--- src/rtl/injector.sv ---
// Local-node injection stage of the deflection router: queues core flits
// and drops the head flit into the first empty channel slot.
`ifndef STEER_W
`define STEER_W 16
`endif
`ifndef VALID_F
`define VALID_F 15
`endif

module injector #(
    parameter int DEPTH     = 4,
    parameter int STARVE_TH = 8
) (
    input  logic                clk,
    input  logic                rst_n,
    input  logic [`STEER_W-1:0] in_flit,
    input  logic                in_valid,
    output logic                in_ready,
    input  logic [`STEER_W-1:0] c0,
    input  logic [`STEER_W-1:0] c1,
    input  logic [`STEER_W-1:0] c2,
    input  logic [`STEER_W-1:0] c3,
    output logic [`STEER_W-1:0] c0_o,
    output logic [`STEER_W-1:0] c1_o,
    output logic [`STEER_W-1:0] c2_o,
    output logic [`STEER_W-1:0] c3_o,
    output logic                starved,
    output logic                inj_fire
);

    localparam int AW = (DEPTH > 1) ? $clog2(DEPTH) : 1;
    localparam int CW = AW + 1;
    localparam logic [CW-1:0] FULL = CW'(DEPTH);
    localparam logic [7:0] TH = 8'(STARVE_TH);

    logic [`STEER_W-1:0] mem_q [DEPTH];
    logic [AW-1:0]       rd_q, rd_d;
    logic [AW-1:0]       wr_q, wr_d;
    logic [CW-1:0]       cnt_q, cnt_d;
    logic [7:0]          stv_q, stv_d;
    logic                starved_q, starved_d;

    logic                push;
    logic                head_vld;
    logic [3:0]          free;
    logic [3:0]          sel;
    logic [`STEER_W-1:0] head;
    logic [`STEER_W-1:0] vmask;

    assign vmask    = `STEER_W'(1) << `VALID_F;
    assign in_ready = (cnt_q != FULL);
    assign push     = in_valid && in_ready && rst_n;
    assign head_vld = (cnt_q != '0);
    assign head     = mem_q[rd_q];

    assign free[0] = ~c0[`VALID_F];
    assign free[1] = ~c1[`VALID_F];
    assign free[2] = ~c2[`VALID_F];
    assign free[3] = ~c3[`VALID_F];

    // One-hot of the lowest-index empty slot.
    assign sel[0] = free[0];
    assign sel[1] = free[1] & ~free[0];
    assign sel[2] = free[2] & ~|free[1:0];
    assign sel[3] = free[3] & ~|free[2:0];

    assign inj_fire = head_vld && (|free) && rst_n;
    assign starved  = starved_q;

    always_comb begin
        c0_o = c0;
        c1_o = c1;
        c2_o = c2;
        c3_o = c3;
        if (inj_fire) begin
            unique case (1'b1)
                sel[0]:  c0_o = head;
                sel[1]:  c1_o = head;
                sel[2]:  c2_o = head;
                sel[3]:  c3_o = head;
                default: ;
            endcase
        end
    end

    always_comb begin
        rd_d  = rd_q;
        wr_d  = wr_q;
        cnt_d = cnt_q;
        if (push) wr_d = wr_q + AW'(1);
        if (inj_fire) rd_d = rd_q + AW'(1);
        unique case ({push, inj_fire})
            2'b10:   cnt_d = cnt_q + CW'(1);
            2'b01:   cnt_d = cnt_q - CW'(1);
            default: ;
        endcase
    end

    always_comb begin
        stv_d = stv_q;
        if (inj_fire || !head_vld) begin
            stv_d = '0;
        end else if (!(|free)) begin
            stv_d = (stv_q >= TH) ? stv_q : stv_q + 8'd1;
        end
        starved_d = (stv_d >= TH);
    end

    always_ff @(posedge clk) begin
        if (!rst_n) begin
            rd_q      <= '0;
            wr_q      <= '0;
            cnt_q     <= '0;
            stv_q     <= '0;
            starved_q <= 1'b0;
        end else begin
            rd_q      <= rd_d;
            wr_q      <= wr_d;
            cnt_q     <= cnt_d;
            stv_q     <= stv_d;
            starved_q <= starved_d;
        end
    end

    // Storage needs no reset; the count gates every read.
    always_ff @(posedge clk) begin
        if (push) mem_q[wr_q] <= in_flit | vmask;
    end

endmodule

--- config.mk ---
export PLATFORM = sky130hd
export DESIGN_NAME = injector
export DESIGN_NICKNAME = d
export VERILOG_FILES = /design/src/rtl/injector.sv
export SDC_FILE = /design/constraint.sdc
export NUM_CORES = 1
export LEC_CHECK = 0
export ABC_AREA = 1
export BUFFER_PORTS_ARGS = -buffer_cell sky130_fd_sc_hd__clkbuf_2
export CELL_PAD_IN_SITES_DETAIL_PLACEMENT = 1
export CELL_PAD_IN_SITES_GLOBAL_PLACEMENT = 1
export CORE_MARGIN = 1
export CORE_UTILIZATION = 35
export DETAILED_ROUTE_END_ITERATION = 8
export GPL_TIMING_DRIVEN = 0
export PLACE_DENSITY = 0.83
export SLEW_MARGIN = 10
export SYNTH_ARGS = -nofsm -noshare
export SYNTH_HDL_FRONTEND = slang
export SYNTH_SLANG_ARGS = --single-unit
--- constraint.sdc ---
create_clock -name clk -period 2.5 [get_ports clk]
set_clock_uncertainty 0.1 [all_clocks]
set_input_delay 0.5 -clock clk [delete_from_list [all_inputs] [get_ports clk]]
set_output_delay 0.5 -clock clk [all_outputs]
set_load 0.02 [all_outputs]
==> flow_summary.yaml, run 1 <==
global_route:
  grt_overflow: 0
  grt_pass1_wl_um: 23400
  grt_pass1_vias: 4534
  track_usage_pct: 24.5
  antenna_found_initial: 0
  grt_max_degree: 16
sta:
  finalCriticalPeriod_ns: 2.43
  holdWs_ns: 0.279
  setup_ws_ns: 0.0703
  setup_viol: 0
  tightest_slew_ns: 0.898
  drv_slew: 0
  fmax_mhz: 412
  maxSlewHeadroom_pct: 40.0
  rsz0062_at_grt: "yes"
  tns_ns: 0
  finalHoldViolations: 0
  fin_crit_sh_pct: 97.2
critical_path:
  endpoint_kind: "primary output"
  crit_start: "cnt_q[2]$_SDFFE_PN0P_"
  critPathArrivalTime_ns: 1.83
  cpPeakStageDelay_ns: 0.33
  endpoint: "c0_o[12]"
  reg2regPathDepth: 12
  r2r-end: "cnt_q[2]$_SDFFE_PN0P_"
  worstSetupPathType: "reg2out"
  reg2reg_from: "cnt_q[2]$_SDFFE_PN0P_"
  crit_path_cell_trace: "inv_1, a21oi_4, nand2_2, inv_4, nand2_2, buf_2, o21ai_0, clkbuf_2"
  worst_ep_required_time_ns: 1.90
  cp_max_fo: 10
  worst_path_most_repeated_cell: "nand2_2"
  r2r_setup_slack_ns: 0.23
  path_delay_family: "buffers and inverters"
  cp.depth: 8
  crit_slowest_cell: "dfxtp_1"
  startpoint_type: "flop"
  path_buf_inv: 4
logic_synthesis:
  synth-warning-count: 0
  synthMuxAreaShare_pct: 0
  netlist_instances: 524
  ys_seq_area_share_pct: 52.0
  yosysMostFrequentCell: "nand2_1"
  synthFlopType: "edfxtp_1"
  synth-compound-area-share_pct: 10.1
  synth.avg_cell_area_um2: 7.93
  syn_nets: 615
  ys_seq_elements: 78
  synthArstFlopShare_pct: 0
  synthXorXnorAreaFrac_pct: 0.421
  synth_top_family_by_area: "simple AND/OR/NAND/NOR gates"
  yosys.area_share.adder_pct: 2.59
  synth_cell_type_count: 27
  synth_area_mm2: 0.00416
  yosysTopAreaCell: "edfxtp_1"
  synth_edf_count: 60
  yosys.area_share.simple_pct: 28.8
  synth.top_cell.area_share_pct: 43.3
  yosys-top-cells-area: "edfxtp_1, nand2_1, dfxtp_1, o21ai_0, nand3_1"
  synth_commonest_cells: "nand2_1, edfxtp_1, o21ai_0, nand3_1, inv_1"
cells_and_area:
  n_antenna_cell: 0
  layout-drive-gt1-share_pct: 32.9
  area_delta_synth_final_pct: 35.0
  nets: 781
  stdcell_area_mm2: 0.00561
detailed_routing:
  wl_um: 14800
  dr.pass1.iters: 7
  drtIter0Drc: 394
  vias: 4253
  viasPerCell: 5.08
  wl_per_cell_um: 17.7
  drtAntennaViolNets: 0
  drc_errors: 28
hold_path:
  hold_path_class: "in2reg"
  hold_start: "in_flit[9]"
placed_design:
  numPortBuffers: 148
  place_ws_ns: -0.296
  place_area_mm2: 0.00513
  hpwl_um: 11100
  place.gp.congestion: 0.828
clocking:
  cts_buffer_depth: 2
  cts_buffers: 9
  path_clk_slew_ns: 0.06
  htreeDepth: 3
  holdBufCountCts: 0
  root_buffer: "clkbuf_16"
  cts_tree: "built"
  cts_sinks: 78
  clock_latency_ns: 0.34
floorplanning:
  chipWidth_um: 111
  rows: 39
  io_pins: 150
  die_area_mm2: 0.0123
  core_mm2: 0.0115
  die_height_um: 111
  start_util_pct: 36.1
pwr:
  p_leak_nw: 2.69
  powerDensity_mw_per_mm2: 804
  ir_drop_mv: 0.875
run:
  drv_cap: 0
status:
  status: "complete, but fails checks"
  violations: "DRC"
cells by family after synthesis:
| logic type | Yosys count |
|---|---|
| fa+ha+maj | 8 |
| compound gates | 80 |
| simple gates | 298 |
| flops | 78 |
| xor+xnor | 2 |
| buf+inv | 58 |
worst reg2reg max path: cells and delay by family (launching register included):
kind,cells,cell delay [ns]
and+or+nand+nor,1,0.10
AOI/OAI and AO/OA,5,0.68
DFF,1,0.33
buffers and inverters,4,0.43
adders and majority gates,2,0.53
power by group:
part,switching (W),leakage (nW),internal [W]
combinational,0.00117,1.85,0.000534
sequential,0.0000285,0.691,0.00146
clock,0.000540,0.147,0.000787
total,0.00174,2.69,0.00278
worst min-delay path by stage:
stage	endpoint	slack, ns	cells after the start
floorplan	stv_q[7]$_SDFF_PN0_	0.31	2
global placement	stv_q[7]$_SDFF_PN0_	0.31	2
detailed placement	stv_q[6]$_SDFF_PN0_	0.32	2
CTS	mem_q[1][10]$_DFFE_PP_	0.28	1
global route	mem_q[1][10]$_DFFE_PP_	0.28	1
finish	mem_q[2][9]$_DFFE_PP_	0.28	1
layer usage:
| metal | wire [µm] | up-vias | part of all wire (%) | GRT usage (%) |
|---|---|---|---|---|
| met5 | 0 | - | 0 | 0 |
| met4 | 282 | 0 | 1.9 | 10.3 |
| li1 | - | 2056 | - | - |
| met1 | 6220 | 2065 | 42 | 29.2 |
| met3 | 604 | 20 | 4.1 | 3.61 |
| met2 | 7700 | 112 | 52 | 43.9 |
layout by cell type, fill, tap and decap left out, types with 7 or more instances in the layout:
cell and instances:
o21ai_1 44, nand2_1 222, buf_4 21, dfxtp_1 17, inv_1 26, nand3_1 34, edfxtp_1 60, clkbuf_2 134
buf_2 12, o21ai_0 21, nor2_1 10, a21oi_1 9, ha_1 7, nand2_2 16, clkbuf_16 9
per-stage QoR:
stage                     cells  total power [W]  util [%]
final                       838          0.00451      48.7
after global routing        838          0.00473      48.7
after CTS                   835          0.00445      47.7
after detailed placement    818          0.00308      44.6
after global placement      815          0.00301      44.1
after floorplan             524          0.00245         -
final cells by class:
| class | instances | area (µm²) |
|---|---|---|
| timing repair buffer | 155 | 836 |
| clock buffer | 9 | 225 |
| tap | 143 | 179 |
| sequential | 78 | 2160 |
| fill | 1431 | 5900 |
| clock inverter | 7 | 81.3 |
| buffer | 28 | 199 |
| inverter | 30 | 115 |
| multi-input combinational | 388 | 1810 |
what timing repair did:
action	CTS	global route
hold endpoints to repair	0	0
resized for setup	26	82
buffers inserted	1	3
endpoints found under the setup margin	61	62
gates cloned	0	0
pin swaps	1	3
flip-flops by register name, indices dropped and copies added (netlist names), named ones only:
signal	flops
wr_q	2
starved	1
stv_q	8
rd_q	2
mem_q	60
cnt_q	3
(Power assumes the default switching activity.)
==> inputs of run 2 (changes only) <==
--- a/config.mk
+++ b/config.mk
@@ -5,15 +5,14 @@
 export SDC_FILE = /design/constraint.sdc
 export NUM_CORES = 1
 export LEC_CHECK = 0
-export ABC_AREA = 1
 export BUFFER_PORTS_ARGS = -buffer_cell sky130_fd_sc_hd__clkbuf_2
 export CELL_PAD_IN_SITES_DETAIL_PLACEMENT = 1
 export CELL_PAD_IN_SITES_GLOBAL_PLACEMENT = 1
 export CORE_MARGIN = 1
-export CORE_UTILIZATION = 35
+export CORE_UTILIZATION = 39
 export DETAILED_ROUTE_END_ITERATION = 8
 export GPL_TIMING_DRIVEN = 0
-export PLACE_DENSITY = 0.83
+export PLACE_DENSITY = 0.84
 export SLEW_MARGIN = 10
 export SYNTH_ARGS = -nofsm -noshare
 export SYNTH_HDL_FRONTEND = slang
==> run 2 against run 1 <==
The flow finishes with violations (setup timing). Worst setup slack worse by 0.22 ns. Critical endpoint is now c2_o[2]. Synthesized area shrank 5.9%. Maximum frequency shrank 8.2%.
==> flow_summary.yaml, run 2 <==
pwr:
  p_int_w: 0.00297
  p_seq_share_pct: 35.2
  p_leak_nw: 2.47
  p_comb_share_pct: 40.7
  powerDensity_mw_per_mm2: 746
  ir_drop_mv: 0.285
  netSwitchingFraction_pct: 32.6
  clockPowerShare_pct: 24.1
  power.total_w: 0.00441
  p_sw_w: 0.00144
global_route:
  use_met2_pct: 45.3
  grt_pass1_wl_um: 18200
  track_usage_pct: 24.4
  grt_pass1_vias: 3108
  met3_usage_pct: 6.02
  grt_most_used_layer: "met2"
  antenna_found_initial: 0
  grt_max_degree: 16
  met1_usage_pct: 26.6
  grt_overflow: 0
critical_path:
  endpoint_kind: "primary output"
  worst_path_most_repeated_cell: "buf_6"
  path_buf_inv: 3
  r2r_setup_slack_ns: 0.04
  crit_path_cell_trace: "buf_8, buf_6, mux4_2, mux2_4, buf_6"
  worst_ep_required_time_ns: 1.90
  worstSetupPathType: "reg2out"
  startpoint_type: "flop"
  cpPeakStageDelay_ns: 0.60
  critPathArrivalTime_ns: 2.05
  path_delay_family: "multiplexers"
  crit_slowest_cell: "mux4_2"
  cp_max_fo: 5
clocking:
  htreeDepth: 3
  cts_buffers: 9
  cts_tree: "built"
  path_clk_slew_ns: 0.09
  clock_latency_ns: 0.36
  cts_buffer_depth: 2
  root_buffer: "clkbuf_8"
  cts_sinks: 78
logic_synthesis:
  yosysTopAreaCell: "edfxtp_1"
  synthFlopType: "edfxtp_1"
  synth_commonest_cells: "edfxtp_1, mux2_2, mux2_4, dfxtp_1, mux4_2"
  synth_area_mm2: 0.00391
  ys_seq_elements: 78
  synth-compound-area-share_pct: 3.39
  synth-warning-count: 0
  synthMuxAreaShare_pct: 28.6
  synth_edf_count: 60
  yosys.area_share.simple_pct: 6.65
  synth_cell_type_count: 43
  synth_top_family_by_area: "multiplexers"
  yosys-top-cells-area: "edfxtp_1, mux2_2, dfxtp_1, mux4_2, mux2_4"
  synthArstFlopShare_pct: 0
  synth.avg_cell_area_um2: 16.0
  syn_nets: 335
  ys_seq_area_share_pct: 55.3
  netlist_instances: 244
  synthXorXnorAreaFrac_pct: 0.448
  yosysMostFrequentCell: "edfxtp_1"
  yosys.area_share.adder_pct: 2.75
  synth.top_cell.area_share_pct: 46.1
floorplanning:
  die_height_um: 102
  start_util_pct: 40.2
  chipWidth_um: 102
  die_area_mm2: 0.0104
  io_pins: 150
  core_mm2: 0.00973
  rows: 36
placed_design:
  hpwl_um: 7900
  place_area_mm2: 0.00484
  place.gp.congestion: 0.710
  numPortBuffers: 148
detailed_routing:
  dr.pass1.iters: 4
  wl_per_cell_um: 26.0
  drtAntennaViolNets: 0
  drc_errors: 0
  viasPerCell: 5.34
  drtIter0Drc: 140
  wl_um: 14600
  vias: 3009
cells_and_area:
  mostFrequentLayoutCells: "clkbuf_2, edfxtp_1, mux2_4, buf_6, buf_8"
  stdcell_area_mm2: 0.00592
  layout-drive-gt1-share_pct: 67.3
  layout.cells.most_common: "clkbuf_2"
  nets: 517
  multi_input_area_mm2: 0.00180
  area_delta_synth_final_pct: 51.2
  reg.largest.list: "mem_q: 60 flops, stv_q: 8 flops, cnt_q: 3 flops"
  nFillCells: 955
  largest_register_ffs: 60
  seqCellArea_mm2: 0.00218
  top_register: "mem_q"
  n_antenna_cell: 0
sta:
  tightest_slew_ns: 0.897
  fin_crit_sh_pct: 106
  finalHoldViolations: 0
  holdWs_ns: 0.265
  tns_ns: -5.39
  drv_slew: 0
  rsz0062_at_grt: "yes"
  finalCriticalPeriod_ns: 2.65
  setup_viol: 60
  setup_ws_ns: -0.147
  fmax_mhz: 378
  maxSlewHeadroom_pct: 40.2
hold_path:
  hold_path_class: "in2reg"
status:
  status: "complete, but fails checks"
  violations: "setup timing"
run:
  drv_cap: 0
## run 2: changes by cell type after synthesis, sizes merged, moves of 4 or more
cell,delta
mux4,+15
buf,-8
nand2,-236
a21oi,-4
clkbuf,-10
nor2,-10
o21ai,-62
mux2,+60
and3,+4
inv,-19
nand3,-31
and2,+6
## run 2: through the flow
| stage | setup WS (ns) | std cells | util, % |
|---|---|---|---|
| finish | -0.147 | 564 | 60.8 |
| detailed placement | -0.236 | 525 | 49.8 |
| floorplan | 0.0337 | 244 | - |
| global route | -0.181 | 564 | 60.8 |
| CTS | -0.111 | 554 | 57.2 |
| global placement | -0.137 | 525 | 49.8 |
## run 2: cells by family (layout without fill, tap and decap cells)
family	count (synthesis)	in the layout
DFF	78	78
and+or+nand+nor	38	38
AOI/OAI and AO/OA	19	19
xor gates and xnor gates	2	2
adders and majority gates	8	8
muxes	78	78
buffers and inverters	21	208
## run 2: final cells by class
class | instances | area share [%]
timing repair buffer | 172 | 23.9
buffer | 9 | 1.73
tap | 133 | 2.81
inverter | 11 | 0.698
sequential | 78 | 36.8
clock inverter | 7 | 1.65
multi-input combinational | 145 | 30.4
clock buffer | 9 | 2.09
## run 2: power by group through the flow
stage / clock network, W / registers (W) / logic (W)
final: 0.00106 / 0.00155 / 0.00180
after global placement: 0 / 0.00156 / 0.00115
after CTS: 0.00106 / 0.00154 / 0.00148
after global routing: 0.00111 / 0.00156 / 0.00187
after detailed placement: 0 / 0.00157 / 0.00119
after floorplan: 0 / 0.00155 / 0.000822
## run 2: repair_timing
| action | 4_1_cts | 5_1_grt |
|---|---|---|
| buffers inserted | 13 | 12 |
| pin swaps | 5 | 6 |
| endpoints found under the setup margin | 61 | 61 |
| resized for setup | 97 | 134 |
| hold buffers | 0 | 0 |
| cloned | 2 | 0 |
| endpoints found under the hold margin | 0 | 0 |
## run 2: worst register-to-register path, delay by kind of cell (launching register included)
kind                     cells  cell delay [ns]
buffers and inverters        3             0.26
adder cells (fa/ha/maj)      2             0.47
XOR/XNOR                     1             0.17
AND/OR/NAND/NOR              3             0.87
AO/OA/AOI/OAI                1             0.15
flip-flops                   1             0.37
## run 2: path summary, 6_finish.rpt
check | to | cells past startpoint | from
min | mem_q[0][0]$_DFFE_PP_ | 1 | in_flit[0]
min reg2reg | flop | 1 | rd_q[1]$_SDFFE_PN0N_
max reg2reg | cnt_q[2]$_SDFFE_PN0P_ | 10 | cnt_q[1]$_SDFFE_PN0P_
max | c2_o[2] | 5 | flop
## run 2: metal layers
metal	vias to the layer above	routed length, µm
met5	-	0
met4	0	572
met3	42	1030
met2	156	7500
met1	1501	5540
li1	1310	-
==> inputs of run 3 (changes only) <==
==> config.mk (replaced) <==
export PLATFORM = sky130hd
export DESIGN_NAME = injector
export DESIGN_NICKNAME = d
export VERILOG_FILES = /design/src/rtl/injector.sv
export SDC_FILE = /design/constraint.sdc
export NUM_CORES = 1
export LEC_CHECK = 0
export BUFFER_PORTS_ARGS = -buffer_cell sky130_fd_sc_hd__buf_2
export CELL_PAD_IN_SITES_DETAIL_PLACEMENT = 1
export CELL_PAD_IN_SITES_GLOBAL_PLACEMENT = 1
export CORE_MARGIN = 1
export CORE_UTILIZATION = 40
export CTS_BUF_LIST = sky130_fd_sc_hd__clkbuf_4 sky130_fd_sc_hd__clkbuf_8
export DETAILED_ROUTE_END_ITERATION = 8
export GPL_TIMING_DRIVEN = 0
export PLACE_DENSITY = 0.86
export SLEW_MARGIN = 10
export SYNTH_ARGS = -nofsm -noshare
export SYNTH_HDL_FRONTEND = slang
export SYNTH_SLANG_ARGS = --single-unit
==> run 3 against run 2 <==
The run still ends with setup timing left. Worst setup slack better by 0.047 ns. First-iteration DRC count up 16%. Critical path depth unchanged. Sequential power about the same. Die area down 2.5%. Highest routed layer unchanged. Critical endpoint is now c3_o[10]. Via count up 2.0%.
==> flow_summary.yaml, run 3 (synthesized netlist as in run 2, its figures left out) <==
status:
  status: "complete, but fails checks"
  violations: "setup timing"
cells_and_area:
  area_delta_synth_final_pct: 50.4
  stdcell_area_mm2: 0.00588
  nets: 515
  nFillCells: 924
  largest_register_ffs: 60
  layout.cells.most_common: "buf_2"
  final_util_pct: 62.8
  top_register: "mem_q"
  reg.largest.list: "mem_q: 60 flops, stv_q: 8 flops, cnt_q: 3 flops"
  layout-drive-gt1-share_pct: 67.1
  mostFrequentLayoutCells: "buf_2, buf_6, mux2_4, edfxtp_1, mux4_2"
detailed_routing:
  drtIter0Drc: 162
  viasPerCell: 5.48
  drtAntennaViolNets: 0
  wl_per_cell_um: 27.0
  vias: 3070
  drc_errors: 0
  wl_um: 15100
  dr.pass1.iters: 4
floorplanning:
  die_area_mm2: 0.0102
  die_height_um: 101
  rows: 35
  io_pins: 150
  core_mm2: 0.00937
  chipWidth_um: 101
  start_util_pct: 41.7
placed_design:
  place.gp.congestion: 0.765
  numPortBuffers: 148
  hpwl_um: 8040
  place_area_mm2: 0.00484
critical_path:
  startpoint_type: "flop"
  critPathArrivalTime_ns: 2.00
  worst_ep_required_time_ns: 1.90
  endpoint_kind: "primary output"
  path_delay_family: "multiplexers"
  cpPeakStageDelay_ns: 0.60
  path_buf_inv: 3
  worst_path_most_repeated_cell: "buf_6"
  cp_max_fo: 5
  worstSetupPathType: "reg2out"
  crit_path_cell_trace: "buf_6, buf_12, mux4_2, mux2_4, buf_6"
  crit_slowest_cell: "mux4_2"
sta:
  tightest_slew_ns: 0.894
  tns_ns: -3.30
  holdWs_ns: 0.275
  maxSlewHeadroom_pct: 40.4
  finalCriticalPeriod_ns: 2.60
  fin_crit_sh_pct: 104
  finalHoldViolations: 0
  drv_slew: 0
  setup_viol: 60
  rsz0062_at_grt: "yes"
  setup_ws_ns: -0.0993
  fmax_mhz: 385
clocking:
  htreeDepth: 3
  path_clk_slew_ns: 0.09
  root_buffer: "clkbuf_8"
  cts_sinks: 78
  clock_latency_ns: 0.34
  cts_tree: "built"
  cts_buffer_depth: 2
  cts_buffers: 9
  holdBufCountCts: 0
pwr:
  p_leak_nw: 2.45
  ir_drop_mv: 0.322
  powerDensity_mw_per_mm2: 729
hold_path:
  hold_path_class: "in2reg"
global_route:
  grt_max_degree: 16
  antenna_found_initial: 2
  grt_pass1_wl_um: 19900
  grt_overflow: 0
  grt_pass1_vias: 3345
  track_usage_pct: 27.6
run:
  drv_cap: 0
## run 3: changes by cell type in the layout (fill, tap and decap cells not counted), moves of 23 or more
cell / delta
buf_2: +84
buf_6: +33
buf_8: -23
clkbuf_2: -88
## run 3: area by class of cell
class | count | area, µm² | share of cell area [%]
antenna | 2 | 5.00 | 0.0851
multi-input combinational | 145 | 1800 | 30.6
buffer | 9 | 109 | 1.85
clock buffer | 10 | 131 | 2.23
clock inverter | 6 | 86.3 | 1.47
timing repair buffer | 170 | 1370 | 23.3
inverter | 11 | 41.3 | 0.702
sequential | 78 | 2180 | 37.0
tap | 129 | 161 | 2.74
## run 3: layer usage
| metal | routed length, µm | global-route usage (%) | share of wire (%) |
|---|---|---|---|
| met1 | 5630 | 28.6 | 37 |
| met2 | 7570 | 49.5 | 50 |
| met3 | 1010 | 6.66 | 6.7 |
| met4 | 888 | 18.3 | 5.9 |
| met5 | 0 | 0 | 0 |
## run 3: path summary, 6_finish.rpt
check	from	end	slack (ns)	cells past startpoint
setup / recovery	flop	c3_o[10]	-0.1	5
hold / removal	in_flit[9]	mem_q[2][9]$_DFFE_PP_	0.28	1
setup reg to reg	cnt_q[2]$_SDFFE_PN0P_	cnt_q[2]$_SDFFE_PN0P_	0.05	9
hold reg to reg	rd_q[1]$_SDFFE_PN0N_	flop	0.37	1
## run 3: report_power, final
group	switching [W]	total [W]	internal [W]
clock network	0.000467	0.00104	0.000572
registers	0.0000651	0.00155	0.00148
logic	0.000842	0.00170	0.000861
## run 3: stage by stage
stage,std cells,total power [W],worst slack [ns]
detailed placement,521,0.00275,-0.220
global placement,521,0.00270,-0.127
global route,560,0.00442,-0.160
finish,560,0.00429,-0.0993
floorplan,244,0.00237,0.0337
CTS,551,0.00410,-0.123
## run 3: repair_timing
| action | in CTS | in global routing |
|---|---|---|
| resized for setup | 151 | 39 |
| endpoints found under the setup margin | 61 | 61 |
| pin swaps | 5 | 2 |
| buffers inserted | 14 | 8 |
| cloned | 3 | 0 |
